==> src/rtl/sort_engine_iter.sv <==
// Iterative odd-even transposition sorter: one shared compare-exchange layer per clock,
// valid/ready on both sides, runtime direction, stable ordering and original-index tags.
module sort_engine_iter #(
    parameter int DATA_WIDTH = 32,
    parameter int DATA_CNT   = 16,
    parameter int EARLY_EXIT = 1,
    localparam int IDX_W     = (DATA_CNT > 2) ? $clog2(DATA_CNT) : 1,
    localparam int PH_W      = $clog2(DATA_CNT + 1)
) (
    input  logic                          clk,
    input  logic                          rst_n,
    input  logic                          flush,
    input  logic                          in_valid,
    output logic                          in_ready,
    input  logic                          in_dir,
    input  logic [DATA_WIDTH*DATA_CNT-1:0] in_data,
    output logic                          out_valid,
    input  logic                          out_ready,
    output logic [DATA_WIDTH*DATA_CNT-1:0] out_data,
    output logic [IDX_W*DATA_CNT-1:0]     out_idx,
    output logic [PH_W-1:0]               out_phases
);

    typedef enum logic [1:0] {IDLE, SORT, DONE} state_t;

    state_t                state_reg;
    logic                  dir_reg;
    logic                  swap_prev_reg;
    logic [PH_W-1:0]       phase_reg;
    logic [DATA_WIDTH-1:0] key_reg [DATA_CNT];
    logic [IDX_W-1:0]      idx_reg [DATA_CNT];

    logic [DATA_WIDTH-1:0] key_next [DATA_CNT];
    logic [IDX_W-1:0]      idx_next [DATA_CNT];
    logic [DATA_WIDTH*DATA_CNT-1:0] key_next_flat;
    logic [IDX_W*DATA_CNT-1:0]      idx_next_flat;
    logic [DATA_CNT-2:0]   swap;
    logic                  swap_cur;
    logic                  last_phase;
    logic                  early_stop;
    logic                  accept;

    // Pair (gi, gi+1) is active when its left element parity matches the phase parity.
    // Strict comparisons keep equal keys in place, which is what makes the sort stable.
    genvar gi;
    generate
        for (gi = 0; gi < DATA_CNT - 1; gi++) begin : g_cmp
            assign swap[gi] = (phase_reg[0] == 1'(gi % 2)) &&
                              (dir_reg ? (key_reg[gi] < key_reg[gi+1])
                                       : (key_reg[gi] > key_reg[gi+1]));
        end

        // Active pairs never overlap within a phase, so each element takes at most one neighbour.
        for (gi = 0; gi < DATA_CNT; gi++) begin : g_xchg
            if (gi == 0) begin : g_first
                assign key_next[gi] = swap[gi] ? key_reg[gi+1] : key_reg[gi];
                assign idx_next[gi] = swap[gi] ? idx_reg[gi+1] : idx_reg[gi];
            end else if (gi == DATA_CNT - 1) begin : g_last
                assign key_next[gi] = swap[gi-1] ? key_reg[gi-1] : key_reg[gi];
                assign idx_next[gi] = swap[gi-1] ? idx_reg[gi-1] : idx_reg[gi];
            end else begin : g_mid
                assign key_next[gi] = swap[gi]   ? key_reg[gi+1] :
                                      swap[gi-1] ? key_reg[gi-1] : key_reg[gi];
                assign idx_next[gi] = swap[gi]   ? idx_reg[gi+1] :
                                      swap[gi-1] ? idx_reg[gi-1] : idx_reg[gi];
            end
            assign key_next_flat[gi*DATA_WIDTH +: DATA_WIDTH] = key_next[gi];
            assign idx_next_flat[gi*IDX_W +: IDX_W]           = idx_next[gi];
        end
    endgenerate

    assign swap_cur   = |swap;
    assign last_phase = (phase_reg == PH_W'(DATA_CNT - 1));
    assign early_stop = (EARLY_EXIT != 0) && (phase_reg != '0) && !swap_cur && !swap_prev_reg;
    assign accept     = (state_reg == IDLE) && in_valid && !flush;

    // Key/index storage carries no reset: it is always loaded on accept before use.
    always_ff @(posedge clk) begin
        if (accept) begin
            for (int i = 0; i < DATA_CNT; i++) begin
                key_reg[i] <= in_data[i*DATA_WIDTH +: DATA_WIDTH];
                idx_reg[i] <= IDX_W'(i);
            end
        end else if (state_reg == SORT && !flush) begin
            for (int i = 0; i < DATA_CNT; i++) begin
                key_reg[i] <= key_next[i];
                idx_reg[i] <= idx_next[i];
            end
        end
    end

    always_ff @(posedge clk or negedge rst_n) begin
        if (!rst_n) begin
            state_reg     <= IDLE;
            in_ready      <= 1'b1;
            out_valid     <= 1'b0;
            out_data      <= '0;
            out_idx       <= '0;
            out_phases    <= '0;
            dir_reg       <= 1'b0;
            phase_reg     <= '0;
            swap_prev_reg <= 1'b1;
        end else if (flush) begin
            state_reg <= IDLE;
            in_ready  <= 1'b1;
            out_valid <= 1'b0;
        end else begin
            case (state_reg)
                IDLE: begin
                    if (in_valid) begin
                        state_reg     <= SORT;
                        in_ready      <= 1'b0;
                        dir_reg       <= in_dir;
                        phase_reg     <= '0;
                        swap_prev_reg <= 1'b1;
                    end
                end
                SORT: begin
                    if (last_phase || early_stop) begin
                        state_reg  <= DONE;
                        out_valid  <= 1'b1;
                        out_data   <= key_next_flat;
                        out_idx    <= idx_next_flat;
                        out_phases <= phase_reg + 1'b1;
                    end else begin
                        phase_reg     <= phase_reg + 1'b1;
                        swap_prev_reg <= swap_cur;
                    end
                end
                DONE: begin
                    if (out_ready) begin
                        state_reg <= IDLE;
                        in_ready  <= 1'b1;
                        out_valid <= 1'b0;
                    end
                end
                default: begin
                    state_reg <= IDLE;
                    in_ready  <= 1'b1;
                    out_valid <= 1'b0;
                end
            endcase
        end
    end

endmodule

==> config.mk <==
export PLATFORM = sky130hd
export DESIGN_NAME = sort_engine_iter
export DESIGN_NICKNAME = d
export VERILOG_FILES = /design/src/rtl/sort_engine_iter.sv
export SDC_FILE = /design/constraint.sdc
export NUM_CORES = 2
export LEC_CHECK = 0
export BUFFER_PORTS_ARGS = -buffer_cell sky130_fd_sc_hd__buf_2
export CAP_MARGIN = 20
export CORE_AREA = 8 8 422 424
export CTS_CLUSTER_SIZE = 28
export DETAILED_ROUTE_END_ITERATION = 10
export DIE_AREA = 0 0 430 432
export GPL_ROUTABILITY_DRIVEN = 0
export PLACE_DENSITY_LB_ADDON = 0.3
export SLEW_MARGIN = 10
export SYNTH_ARGS = -nofsm -noshare
export SYNTH_HDL_FRONTEND = slang
export SYNTH_SLANG_ARGS = --single-unit
==> constraint.sdc <==
create_clock -name clk -period 18 [get_ports clk]
set_clock_uncertainty 0.15 [all_clocks]
set_input_delay 0.9 -clock clk [delete_from_list [all_inputs] [get_ports clk]]
set_output_delay 0.9 -clock clk [all_outputs]
set_load 0.05 [all_outputs]
==> out/metrics.json <==
{
  "status": {
    "run_status": "finished clean"
  },
  "synth": {
    "synth.mux.area_fraction_pct": 4.25,
    "synth.lib_cells_used.distinct": 73,
    "synth.top_cells.by_count": "994 x sky130_fd_sc_hd__nand2_1, 596 x sky130_fd_sc_hd__inv_1, 590 x sky130_fd_sc_hd__dfrtp_1",
    "synthMostInstantiatedCell": "sky130_fd_sc_hd__nand2_1",
    "synth_area_per_cell_um2": 9.61,
    "synth.largest_area_cell": "sky130_fd_sc_hd__edfxtp_1",
    "synth_area_um2": 67300,
    "portion_of_synthesized_cell_area_occupied_by_the_leading_cell_type_pct": 25.7,
    "dominant_combinational_cell_family_by_area_after_synthesis": "compound AO/OA/AOI/OAI gates",
    "yosys_warnings": 0,
    "synth_adder_area_share_pct": 8.99,
    "ys_top_cells_by_area": "sky130_fd_sc_hd__edfxtp_1 26%, sky130_fd_sc_hd__dfrtp_1 22%, sky130_fd_sc_hd__ha_1 9.0%",
    "flops_latches_synth": 1168,
    "cell_count_after_synthesis": 6999,
    "synth_async_sr_flop_share_pct": 50.7,
    "synth-seq-area-share_pct": 47.8,
    "synth_top_flop_cell": "sky130_fd_sc_hd__dfrtp_1",
    "synthXorXnorAreaFrac_pct": 0.0260,
    "synth_fp_nets": 8000,
    "post_synthesis_share_of_cell_area_spent_on_and_or_nand_and_nor_gates_pct": 10.4,
    "synth_compound_area_share_pct": 22.4,
    "synth_enable_flop_cells": 576
  },
  "critical_path": {
    "r2r_start": "key_reg[0][207]",
    "start_kind": "flop",
    "cp_max_fo": 93,
    "max_stage_delay_ps": 880,
    "worstReg2RegEnd": "phase_reg[4]",
    "crit_path_cell_trace": "inv_1 > ha_1 > nand4_1 > a2111o_1 > a311oi_1 > a21oi_1 > o32a_1 > nand4_1 > o41a_2 > buf_4 > buf_4 > nand2_1 > a31o_2",
    "crit_family": "compound AO/OA/AOI/OAI gates",
    "timing.critical_path.buf_inv": 3,
    "reg2reg_setup_slack_ps": 11370,
    "critical_path_class": "reg -> reg",
    "timing.reg2reg.worst_path_depth": 13,
    "worstPathArrival_ps": 7180,
    "worst_ep_required_time_ps": 18550,
    "crit_path_top_delay_cell": "sky130_fd_sc_hd__buf_4",
    "critical_path.endpoint_type": "flop"
  },
  "floorplanning": {
    "dieArea_um2": 186000,
    "row_count": 152,
    "core-area_um2": 171000,
    "dieHeight_um": 432,
    "die_width_um": 430,
    "top_level_ports": 1101,
    "initial_core_util_pct": 39.3
  },
  "worst_hold_path": {
    "hold_path_startpoint": "in_data[84]",
    "hold-path-endpoint": "key_reg[0][84]",
    "worst_hold_path.num_cells": 2,
    "worstHoldPathType": "in -> reg"
  },
  "clock_network": {
    "clock_tree.htree_level_count": 4,
    "cts_buffer_depth": 3,
    "cts.root.buffer_cell": "sky130_fd_sc_hd__clkbuf_16",
    "cts_resized": 0,
    "tritoncts": "done",
    "clk_pin_slew_ps": 70,
    "cts_made_buffers": 136,
    "clkLatencyLatePin_ps": 830,
    "cts_num_sinks": 1168
  },
  "grt": {
    "grt_max_degree": 185,
    "grt_usage_pct": 31.0,
    "number_of_global_route_vias_before_repair": 60400,
    "global_route.overflow_total": 0,
    "antenna_violations_before_repair": 33,
    "grt_first_pass_wirelength_um": 428000
  },
  "timing": {
    "timing_worst_slew_pin_value_ps": 1340,
    "final_hold_viol_count": 0,
    "final_min_period_over_clock_period_pct": 36.8,
    "timing.final.setup_violations": 0,
    "rsz0062_at_grt": "no",
    "clock.fmax_mhz": 151,
    "layout_min_cycle_time_ps": 6630,
    "setup_tns_ps": 0,
    "slew_viol_final": 0,
    "worst_slew_margin_rel_pct": 10.7
  },
  "cells_and_area": {
    "fillerInstances": 16300,
    "area_growth_pct": 17.7,
    "final_layout_size_suffix_gt1_share_pct": 18.4,
    "final_cell_area_um2": 79200,
    "fin_nets": 8852
  },
  "detailed_routing": {
    "final_antenna_net_count": 0,
    "drt_iter0_markers": 6898,
    "route.detailed.vias_per_inst": 6.02,
    "wl_per_cell_um": 29.7,
    "first_pass_iters": 6,
    "detail_route.drc_violations": 0,
    "route.vias.total": 61500,
    "route.final.wire_length_um": 303000
  },
  "power_and_ir_drop": {
    "power.density_cell_area_nw_per_um2": 120,
    "leakagePower_nw": 37.4,
    "power.ir.vdd_worst_v": 0.0000972,
    "total_power_mw": 9.50
  },
  "place": {
    "detailed_place_hpwl_um": 232000,
    "port-buffer-count": 1100,
    "cell_area_reported_after_detailed_placement_um2": 74500
  },
  "flow_run": {
    "cap_viol_max_count": 0
  }
}
==> metrics by stage <==
step | hold slack [ps] | worst slack (ps) | util, % | std cells
after detailed placement | 319 | 11440 | 43.6 | 9943
after CTS | 139 | 11450 | 46.2 | 10200
final | 198 | 11370 | 46.3 | 10200
after floorplan | 357 | 1940 | - | 6999
after global routing | 167 | 11150 | 46.3 | 10200
after global placement | 318 | 11500 | 43.6 | 9943
==> worst reg2reg max path, delay by kind of cell, from the launching register on <==
kind	cells	cell delay, ps
adder cells (fa/ha/maj)	1	360
AO/OA/AOI/OAI	6	2810
buffers and inverters	3	1970
AND/OR/NAND/NOR	3	690
flip-flops	1	520
==> how the worst max path moves through the flow <==
stage | start | to | slack [ps] | depth (start not counted)
final | key_reg[0][207] | phase_reg[4] | 11370 | 13
after global routing | key_reg[1][135] | phase_reg[4] | 11150 | 14
after CTS | key_reg[1][14] | out_idx[28] | 11450 | 14
after detailed placement | key_reg[1][14] | state_reg[1] | 11440 | 14
after global placement | key_reg[1][14] | phase_reg[4] | 11500 | 14
after floorplan | flush | idx_reg[0][0] | 1940 | 7
==> metal layers <==
metal  up-vias  global-route usage [%]  wire [um]
li1      27100                       -          -
met1     30100                    36.6     111000
met2      3442                    51.2     142000
met3       788                    7.19      27000
met4        20                    19.5      23300
met5         -                   0.154        156
==> layout make-up <==
type | instances | area (um^2) | area share (%)
Multi-Input combinational cell | 4758 | 31100 | 39.3
Sequential cell | 1168 | 32100 | 40.6
Clock buffer | 195 | 3900 | 4.93
Antenna cell | 21 | 52.6 | 0.0664
Tap cell | 2233 | 2790 | 3.53
Clock inverter | 59 | 656 | 0.828
Timing Repair Buffer | 1190 | 6310 | 7.97
Inverter | 597 | 2240 | 2.83
==> cells by family (layout without fill, tap and decap cells) <==
group / count (synthesis) / in the layout
other cells: 0 / 21
simple gates: 1689 / 1689
mux: 282 / 282
flops: 1168 / 1168
fa+ha+maj: 483 / 483
compound gates: 2302 / 2302
buf+inv: 1073 / 2041
xor+xnor: 2 / 2
==> report_power, final <==
group	switching [mW]	internal [mW]	leakage [nW]	total [mW]
clock network	1.24	1.65	2.23	2.90
registers	0.313	3.16	13.2	3.47
logic	2.17	0.955	22.0	3.13
==> layout by cell type (no fill, tap or decap), types with 199 or more instances in the layout <==
| master | count |
|---|---|
| sky130_fd_sc_hd__o2bb2ai_1 | 199 |
| sky130_fd_sc_hd__edfxtp_1 | 576 |
| sky130_fd_sc_hd__inv_1 | 595 |
| sky130_fd_sc_hd__o21ai_0 | 460 |
| sky130_fd_sc_hd__mux2i_1 | 254 |
| sky130_fd_sc_hd__nand2_1 | 992 |
| sky130_fd_sc_hd__a21oi_1 | 574 |
| sky130_fd_sc_hd__buf_2 | 1099 |
| sky130_fd_sc_hd__dfrtp_1 | 588 |
| sky130_fd_sc_hd__nor2_1 | 427 |
| sky130_fd_sc_hd__ha_1 | 483 |
| sky130_fd_sc_hd__o211ai_1 | 441 |
==> what timing repair did <==
action / in CTS / in global routing
hold buffers: 1 / 0
endpoints found under the hold margin: 73 / 0
setup buffers: 0 / 0
endpoints found under the setup margin: 0 / 0
Power figures use the tool's default switching activity.
